### config.mk
export PLATFORM = sky130hd
export DESIGN_NAME = rf_requester_flat
export DESIGN_NICKNAME = d
export VERILOG_FILES = /design/src/rtl/rf_req_pkg.sv /design/src/rtl/rf_requester_if.sv /design/src/rtl/rf_req_arb.sv /design/src/rtl/rf_requester.sv /design/src/flat_wrapper.sv
export SDC_FILE = /design/constraint.sdc
export NUM_CORES = 1
export LEC_CHECK = 0
export ABC_AREA = 1
export CORE_MARGIN = 3
export CORE_UTILIZATION = 28
export DETAILED_ROUTE_END_ITERATION = 6
export HOLD_SLACK_MARGIN = 0.06
export PLACE_DENSITY_LB_ADDON = 0.1
export SLEW_MARGIN = 40
export SYNTH_ARGS = -nofsm -noshare
export SYNTH_HDL_FRONTEND = slang
export SYNTH_SLANG_ARGS = --single-unit
export TNS_END_PERCENT = 30
### constraint.sdc
create_clock -name clk -period 1.6 [get_ports clk]
set_clock_uncertainty 0.2 [all_clocks]
set_input_delay 0.16 -clock clk [delete_from_list [all_inputs] [get_ports clk]]
set_output_delay 0.16 -clock clk [all_outputs]
set_load 0.005 [all_outputs]
### src/rtl/rf_req_pkg.sv
// rtl/rf_req_pkg.sv - shared types and constants for the register-file requester
package rf_req_pkg;

  localparam int DEF_DW = 8;
  localparam int DEF_AW = 3;
  localparam logic [7:0] ERRCNT_MAX = 8'd255;

  typedef enum logic [2:0] {
    IDLE     = 3'd0,
    ISSUE_WR = 3'd1,
    ISSUE_RD = 3'd2,
    CAPTURE  = 3'd3,
    RESP     = 3'd4
  } state_t;

  typedef enum logic {
    GNT_WR = 1'b0,
    GNT_RD = 1'b1
  } grant_t;

endpackage

### src/rtl/rf_requester_if.sv
// rtl/rf_requester_if.sv - client-side write/read request and read response channels
interface rf_requester_if import rf_req_pkg::*; #(
  parameter int DW = DEF_DW,
  parameter int AW = DEF_AW
);
  logic          wr_valid;
  logic          wr_ready;
  logic [AW-1:0] wr_addr;
  logic [DW-1:0] wr_data;
  logic          rd_valid;
  logic          rd_ready;
  logic [AW-1:0] rd_addr;
  logic          rsp_valid;
  logic          rsp_ready;
  logic [DW-1:0] rsp_data;
  logic          rsp_err;

  modport master (
    output wr_valid, wr_addr, wr_data, rd_valid, rd_addr, rsp_ready,
    input  wr_ready, rd_ready, rsp_valid, rsp_data, rsp_err
  );

  modport slave (
    input  wr_valid, wr_addr, wr_data, rd_valid, rd_addr, rsp_ready,
    output wr_ready, rd_ready, rsp_valid, rsp_data, rsp_err
  );
endinterface

### src/rtl/rf_req_arb.sv
// rtl/rf_req_arb.sv - 2-way round-robin arbiter between write and read requests
module rf_req_arb import rf_req_pkg::*; (
  input  logic   clk,
  input  logic   resetn,
  input  logic   wr_valid,
  input  logic   rd_valid,
  input  logic   accept,
  output grant_t gnt
);
  grant_t last;

  // A contested request goes to whichever side lost the previous accepted grant.
  always_comb begin
    gnt = (last == GNT_RD) ? GNT_WR : GNT_RD;
    if (wr_valid && !rd_valid)
      gnt = GNT_WR;
    else if (rd_valid && !wr_valid)
      gnt = GNT_RD;
  end

  always_ff @(posedge clk or negedge resetn) begin
    if (!resetn)
      last <= GNT_RD;
    else if (accept)
      last <= gnt;
  end
endmodule

### src/rtl/rf_requester.sv
// rtl/rf_requester.sv - single-outstanding register-file requester; RF_REQ_ERRCNT_EN adds err_count
module rf_requester import rf_req_pkg::*; #(
  parameter int DW = DEF_DW,
  parameter int AW = DEF_AW
) (
  input  logic          clk,
  input  logic          resetn,
  rf_requester_if.slave bus,
  output logic          rf_wr,
  output logic          rf_rd,
  output logic [AW-1:0] rf_addr,
  output logic [DW-1:0] rf_din,
  input  logic [DW-1:0] rf_dout,
  input  logic          rf_error
`ifdef RF_REQ_ERRCNT_EN
  ,
  output logic [7:0]    err_count
`endif
);
  state_t state, state_nx;
  grant_t gnt;
  logic   wr_acc, rd_acc;

  rf_req_arb u_arb (
    .clk      (clk),
    .resetn   (resetn),
    .wr_valid (bus.wr_valid),
    .rd_valid (bus.rd_valid),
    .accept   (wr_acc | rd_acc),
    .gnt      (gnt)
  );

  // Accepts are derived from state and grant so they never loop through the ready outputs.
  assign wr_acc = (state == IDLE) && (gnt == GNT_WR) && bus.wr_valid;
  assign rd_acc = (state == IDLE) && (gnt == GNT_RD) && bus.rd_valid;

  always_ff @(posedge clk or negedge resetn) begin
    if (!resetn)
      state <= IDLE;
    else
      state <= state_nx;
  end

  always_comb begin
    state_nx      = state;
    bus.wr_ready  = 1'b0;
    bus.rd_ready  = 1'b0;
    bus.rsp_valid = 1'b0;
    rf_wr         = 1'b0;
    rf_rd         = 1'b0;
    case (state)
      IDLE: begin
        bus.wr_ready = (gnt == GNT_WR);
        bus.rd_ready = (gnt == GNT_RD);
        if (wr_acc)
          state_nx = ISSUE_WR;
        else if (rd_acc)
          state_nx = ISSUE_RD;
      end
      ISSUE_WR: begin
        rf_wr    = 1'b1;
        state_nx = IDLE;
      end
      ISSUE_RD: begin
        rf_rd    = 1'b1;
        state_nx = CAPTURE;
      end
      CAPTURE: state_nx = RESP;
      RESP: begin
        bus.rsp_valid = 1'b1;
        if (bus.rsp_ready)
          state_nx = IDLE;
      end
      default: state_nx = IDLE;
    endcase
  end

  always_ff @(posedge clk or negedge resetn) begin
    if (!resetn) begin
      rf_addr <= '0;
      rf_din  <= '0;
    end else if (wr_acc) begin
      rf_addr <= bus.wr_addr;
      rf_din  <= bus.wr_data;
    end else if (rd_acc) begin
      rf_addr <= bus.rd_addr;
    end
  end

  // Errored reads return zero data so a client never consumes garbage.
  always_ff @(posedge clk or negedge resetn) begin
    if (!resetn) begin
      bus.rsp_data <= '0;
      bus.rsp_err  <= 1'b0;
    end else if (state == CAPTURE) begin
      bus.rsp_err  <= rf_error;
      bus.rsp_data <= rf_error ? '0 : rf_dout;
    end
  end

`ifdef RF_REQ_ERRCNT_EN
  always_ff @(posedge clk or negedge resetn) begin
    if (!resetn)
      err_count <= '0;
    else if (rf_error && (err_count != ERRCNT_MAX))
      err_count <= err_count + 8'd1;
  end
`endif
endmodule
### src/flat_wrapper.sv
// flat-port wrapper written by rule: the top's interface ports become plain ports
module rf_requester_flat import rf_req_pkg::*;
#(
  parameter int DW = DEF_DW,
  parameter int AW = DEF_AW
)
  (clk, resetn, rf_wr, rf_rd, rf_addr, rf_din, rf_dout, rf_error, bus_wr_valid, bus_wr_addr, bus_wr_data, bus_rd_valid, bus_rd_addr, bus_rsp_ready, bus_wr_ready, bus_rd_ready, bus_rsp_valid, bus_rsp_data, bus_rsp_err);
  rf_requester_if #(.DW(DW), .AW(AW)) bus_i ();
  input  logic clk;
  input  logic resetn;
  output logic rf_wr;
  output logic rf_rd;
  output logic [AW-1:0] rf_addr;
  output logic [DW-1:0] rf_din;
  input  logic [DW-1:0] rf_dout;
  input  logic rf_error;
  input wire logic [$bits(bus_i.wr_valid)-1:0] bus_wr_valid;
  input wire logic [$bits(bus_i.wr_addr)-1:0] bus_wr_addr;
  input wire logic [$bits(bus_i.wr_data)-1:0] bus_wr_data;
  input wire logic [$bits(bus_i.rd_valid)-1:0] bus_rd_valid;
  input wire logic [$bits(bus_i.rd_addr)-1:0] bus_rd_addr;
  input wire logic [$bits(bus_i.rsp_ready)-1:0] bus_rsp_ready;
  output wire logic [$bits(bus_i.wr_ready)-1:0] bus_wr_ready;
  output wire logic [$bits(bus_i.rd_ready)-1:0] bus_rd_ready;
  output wire logic [$bits(bus_i.rsp_valid)-1:0] bus_rsp_valid;
  output wire logic [$bits(bus_i.rsp_data)-1:0] bus_rsp_data;
  output wire logic [$bits(bus_i.rsp_err)-1:0] bus_rsp_err;
  assign bus_i.wr_valid = bus_wr_valid;
  assign bus_i.wr_addr = bus_wr_addr;
  assign bus_i.wr_data = bus_wr_data;
  assign bus_i.rd_valid = bus_rd_valid;
  assign bus_i.rd_addr = bus_rd_addr;
  assign bus_i.rsp_ready = bus_rsp_ready;
  assign bus_wr_ready = bus_i.wr_ready;
  assign bus_rd_ready = bus_i.rd_ready;
  assign bus_rsp_valid = bus_i.rsp_valid;
  assign bus_rsp_data = bus_i.rsp_data;
  assign bus_rsp_err = bus_i.rsp_err;
  rf_requester #(.DW(DW), .AW(AW)) u_core (.clk(clk), .resetn(resetn), .bus(bus_i), .rf_wr(rf_wr), .rf_rd(rf_rd), .rf_addr(rf_addr), .rf_din(rf_din), .rf_dout(rf_dout), .rf_error(rf_error));
endmodule
==> impl_results.md <==
* Number of synthesized flops with an enable pin at 0
* Detailed Place HPWL at 2030 µm
* Area growth syn-to-layout at 73.6%
* Final setup margin at -0.0435 ns
* Ys async rst share at 100%
* CP max-delay cell: dfstp_2
* Kind of end point of the critical path: output pin
* Max-Cap Viols at 0
* DR pass1 iterations at 4
* Worst Setup Path Type: register to output pin
* Synth area leaders: dfrtp_1, nand2_1, nand3_1
* Count of filler cells inserted in the layout at approximately 340
* Clk sinks at 24
* Hold Buf Count CTS at 0
* H-tree depth at 1
* Vias in the first global route at 1089
* WL per Instance at between 10 and 15 µm
* First-pass GRT wire length at between 4000 and 5000 µm
* Crit-path max cell delay at 0.57 ns
* Max Slew Vio Count at 0
* CTS Buffer Depth at 2
* Placer Congestion at approximately 0.73
* Max FO, Critical Path at 3
* Cell Rows at 21
* Routed vias at roughly 1k
* Iter 0 DRT Violations at 25
* RSZ-0062 raised after global routing: true
* Int Pwr at between 1.5 and 2 mW
* Worst slew margin at roughly four fifths
* Clk pin slew, worst setup/hold paths at 0.08 ns
* GRT Residual Overflow at 0
* Setup crit start kind: register
* Synth Register Bits at 24
* F_max at 608 MHz
* Die Y at 67.7 µm
* Setup Slack @ Placement at -0.303 ns
* Die span in x at 67.7 µm
* Cell Chain, Critical Path: nand2_2 > nand2_2 > nand2_2 > nor2_4 > buf_2
* Lkg Pwr at 0.868 nW
* Switching Share at 34.8%
* Largest net degree at the start of global routing at 25
* Multi-input combinational cell area at 483 µm²
* Clk pwr share at 11.5%
* Worst min path class: input port to asynchronous set/reset pin
* Root Buffer Master: clkbuf_8
* Final Hold Vio Count at 0
* # setup viols final at 1
* Final wirelength at around 2700 µm
* Ports at 53
* Layout cells sized above 1 at 31.3%
* Initial antenna violation count at 0
* Core area at between 3000 and 4000 µm²
* PortBufs at 52
* Failing checks: negative setup slack
* Synthesized instance count at 108
* CP arrival at approximately 1.3 ns
* PD cells at 1640 nW/µm²
* Register area share after synthesis at 56.5%
* Outcome: complete, but fails checks
* Yosys top cell by area: dfrtp_1
* Final Cycle Share at 103%
* Syn Std Cell Area at approximately 1100 µm²
* Most used cell, CP: nand2_2
* Via density per instance at 4.51
* CTS tree: yes
* Layout Nets at approximately 210
* Drt drc at 0
* Crit path time final at 1.64 ns
* Post-Syn Nets at 136
* Buf/Inv on CP at 1
* Avg Inst Size Synth at 9.86 µm²
* Top-area cell type share of the netlist area at 54.1%
* Sequential power share at 35.3%
* VDD IR max at 811 µV
* Tot GR Track Use at 13.5%
* Post-synth top flop: dfrtp_1
* Clock Latency Late Sink at 0.26 ns
* CTS buffer count at 3
* Psw at 1.05 mW
* Die area at 4580 µm²
* Final ANT Viol Nets at 0
* Req. time, crit path at between 1 and 1.5 ns
* Worst-margin pin slew at 0.314 ns
* Synth unique cells at 19
* Yosys warning count at 0
* Register area at 602 µm²
* Initial Util at 30.5%
* Logic pwr share at 53.2%
* Crit path max-delay family: flip-flops
* Total design power at 3.02 mW
* Antenna diodes at 0
## state kept, by name, summed over array words and instances, names as in the netlist
| name | cells |
|---|---|
| u_core.bus.rsp_data | 8 |
| u_core.bus.rsp_err | 1 |
| u_core.rf_addr | 3 |
| u_core.rf_din | 8 |
| u_core.state | 3 |
| u_core.u_arb.last | 1 |
## final timing paths
| path | startpoint | end | slack (ns) | depth (start not counted) |
|---|---|---|---|---|
| setup / recovery | u_core.u_arb.last | bus_wr_ready | -0.04 | 5 |
| hold / removal | resetn | u_core.state[2] | 0.06 | 2 |
| setup reg to reg | u_core.u_arb.last | u_core.rf_addr[2] | 0.03 | 7 |
| hold reg to reg | u_core.rf_din[0] | u_core.rf_din[0] | 0.28 | 2 |
| max in group asynchronous | resetn | u_core.u_arb.last | 0.84 | 2 |
| min in group clk | bus_wr_data[0] | u_core.rf_din[0] | 0.25 | 3 |
## power by group through the flow
stage | sequential [mW] | combinational, mW | clock (mW)
2_1_floorplan | 1.06 | 0.630 | 0
3_3_place_gp | 1.03 | 1.51 | 0
3_5_place_dp | 1.04 | 1.52 | 0
4_1_cts | 1.05 | 1.62 | 0.371
5_1_grt | 1.10 | 1.80 | 0.403
6_report | 1.07 | 1.61 | 0.348
## kinds of logic (layout without fill, tap and decap cells)
group,after synthesis,count (layout),share of synthesized area (%)
AO/OA/AOI/OAI,12,12,9.17
buffers and inverters,13,81,6.11
AND/OR/NAND/NOR,59,59,28.2
flip-flops,24,24,56.5
## cells in the final DEF (no fill, tap or decap), types with 2 or more instances in the layout
cell type and n:
nor2_4 2, inv_2 5, clkdlybuf4s50_1 47, nand3_1 11, dfrtp_1 23, buf_4 13, clkbuf_8 3, nand2_2 10
clkbuf_2 3, nand3_2 7, nand2_4 2, a22o_1 8, inv_1 5, nor2_1 4, nand2_1 17, nand3_4 3
## final cells by class
class,instances,share of cell area [%]
inverter,10,2.03
clock buffer,4,2.44
tap,46,3.11
timing repair buffer,67,33.7
sequential,24,32.6
multi-input combinational,71,26.1
## stage by stage
stage	cell area [µm²]	util (%)	hold WS, ns	instances	TNS, ns
after global placement	1720	49.2	0.255	217	-1.19
after global routing	1850	52.9	0.0739	222	-0.747
after CTS	1840	52.7	0.0704	223	-0.408
after detailed placement	1720	49.2	0.261	217	-2.05
final	1850	52.9	0.0612	222	-0.0435
after floorplan	1060	-	-0.336	108	0
## layer usage
layer | routed length, µm | GRT usage (%) | share of wire (%)
met1 | 1050 | 14.6 | 39
met2 | 1440 | 25.9 | 53
met3 | 209 | 4.49 | 7.7
met4 | 13 | 1.52 | 0.48
met5 | 0 | 0 | 0
## timing repair
| item | 4_1_cts | 5_1_grt |
|---|---|---|
| endpoints found under the setup margin | 5 | 18 |
| pin swaps | 2 | 2 |
| setup buffers | 2 | 0 |
| gates resized for setup | 21 | 18 |
## synth_stat cells, types with 2 or more instances
| cell | n |
|---|---|
| dfrtp_1 | 23 |
| nand3_1 | 17 |
| inv_2 | 5 |
| inv_1 | 5 |
| nor2_1 | 5 |
| nor2_4 | 2 |
| nand3_2 | 3 |
| nand2_1 | 26 |
| a22o_1 | 8 |
| nand2_2 | 3 |
| buf_6 | 2 |
| nor3_1 | 2 |
Note: power is estimated with default switching activity, not from simulation.
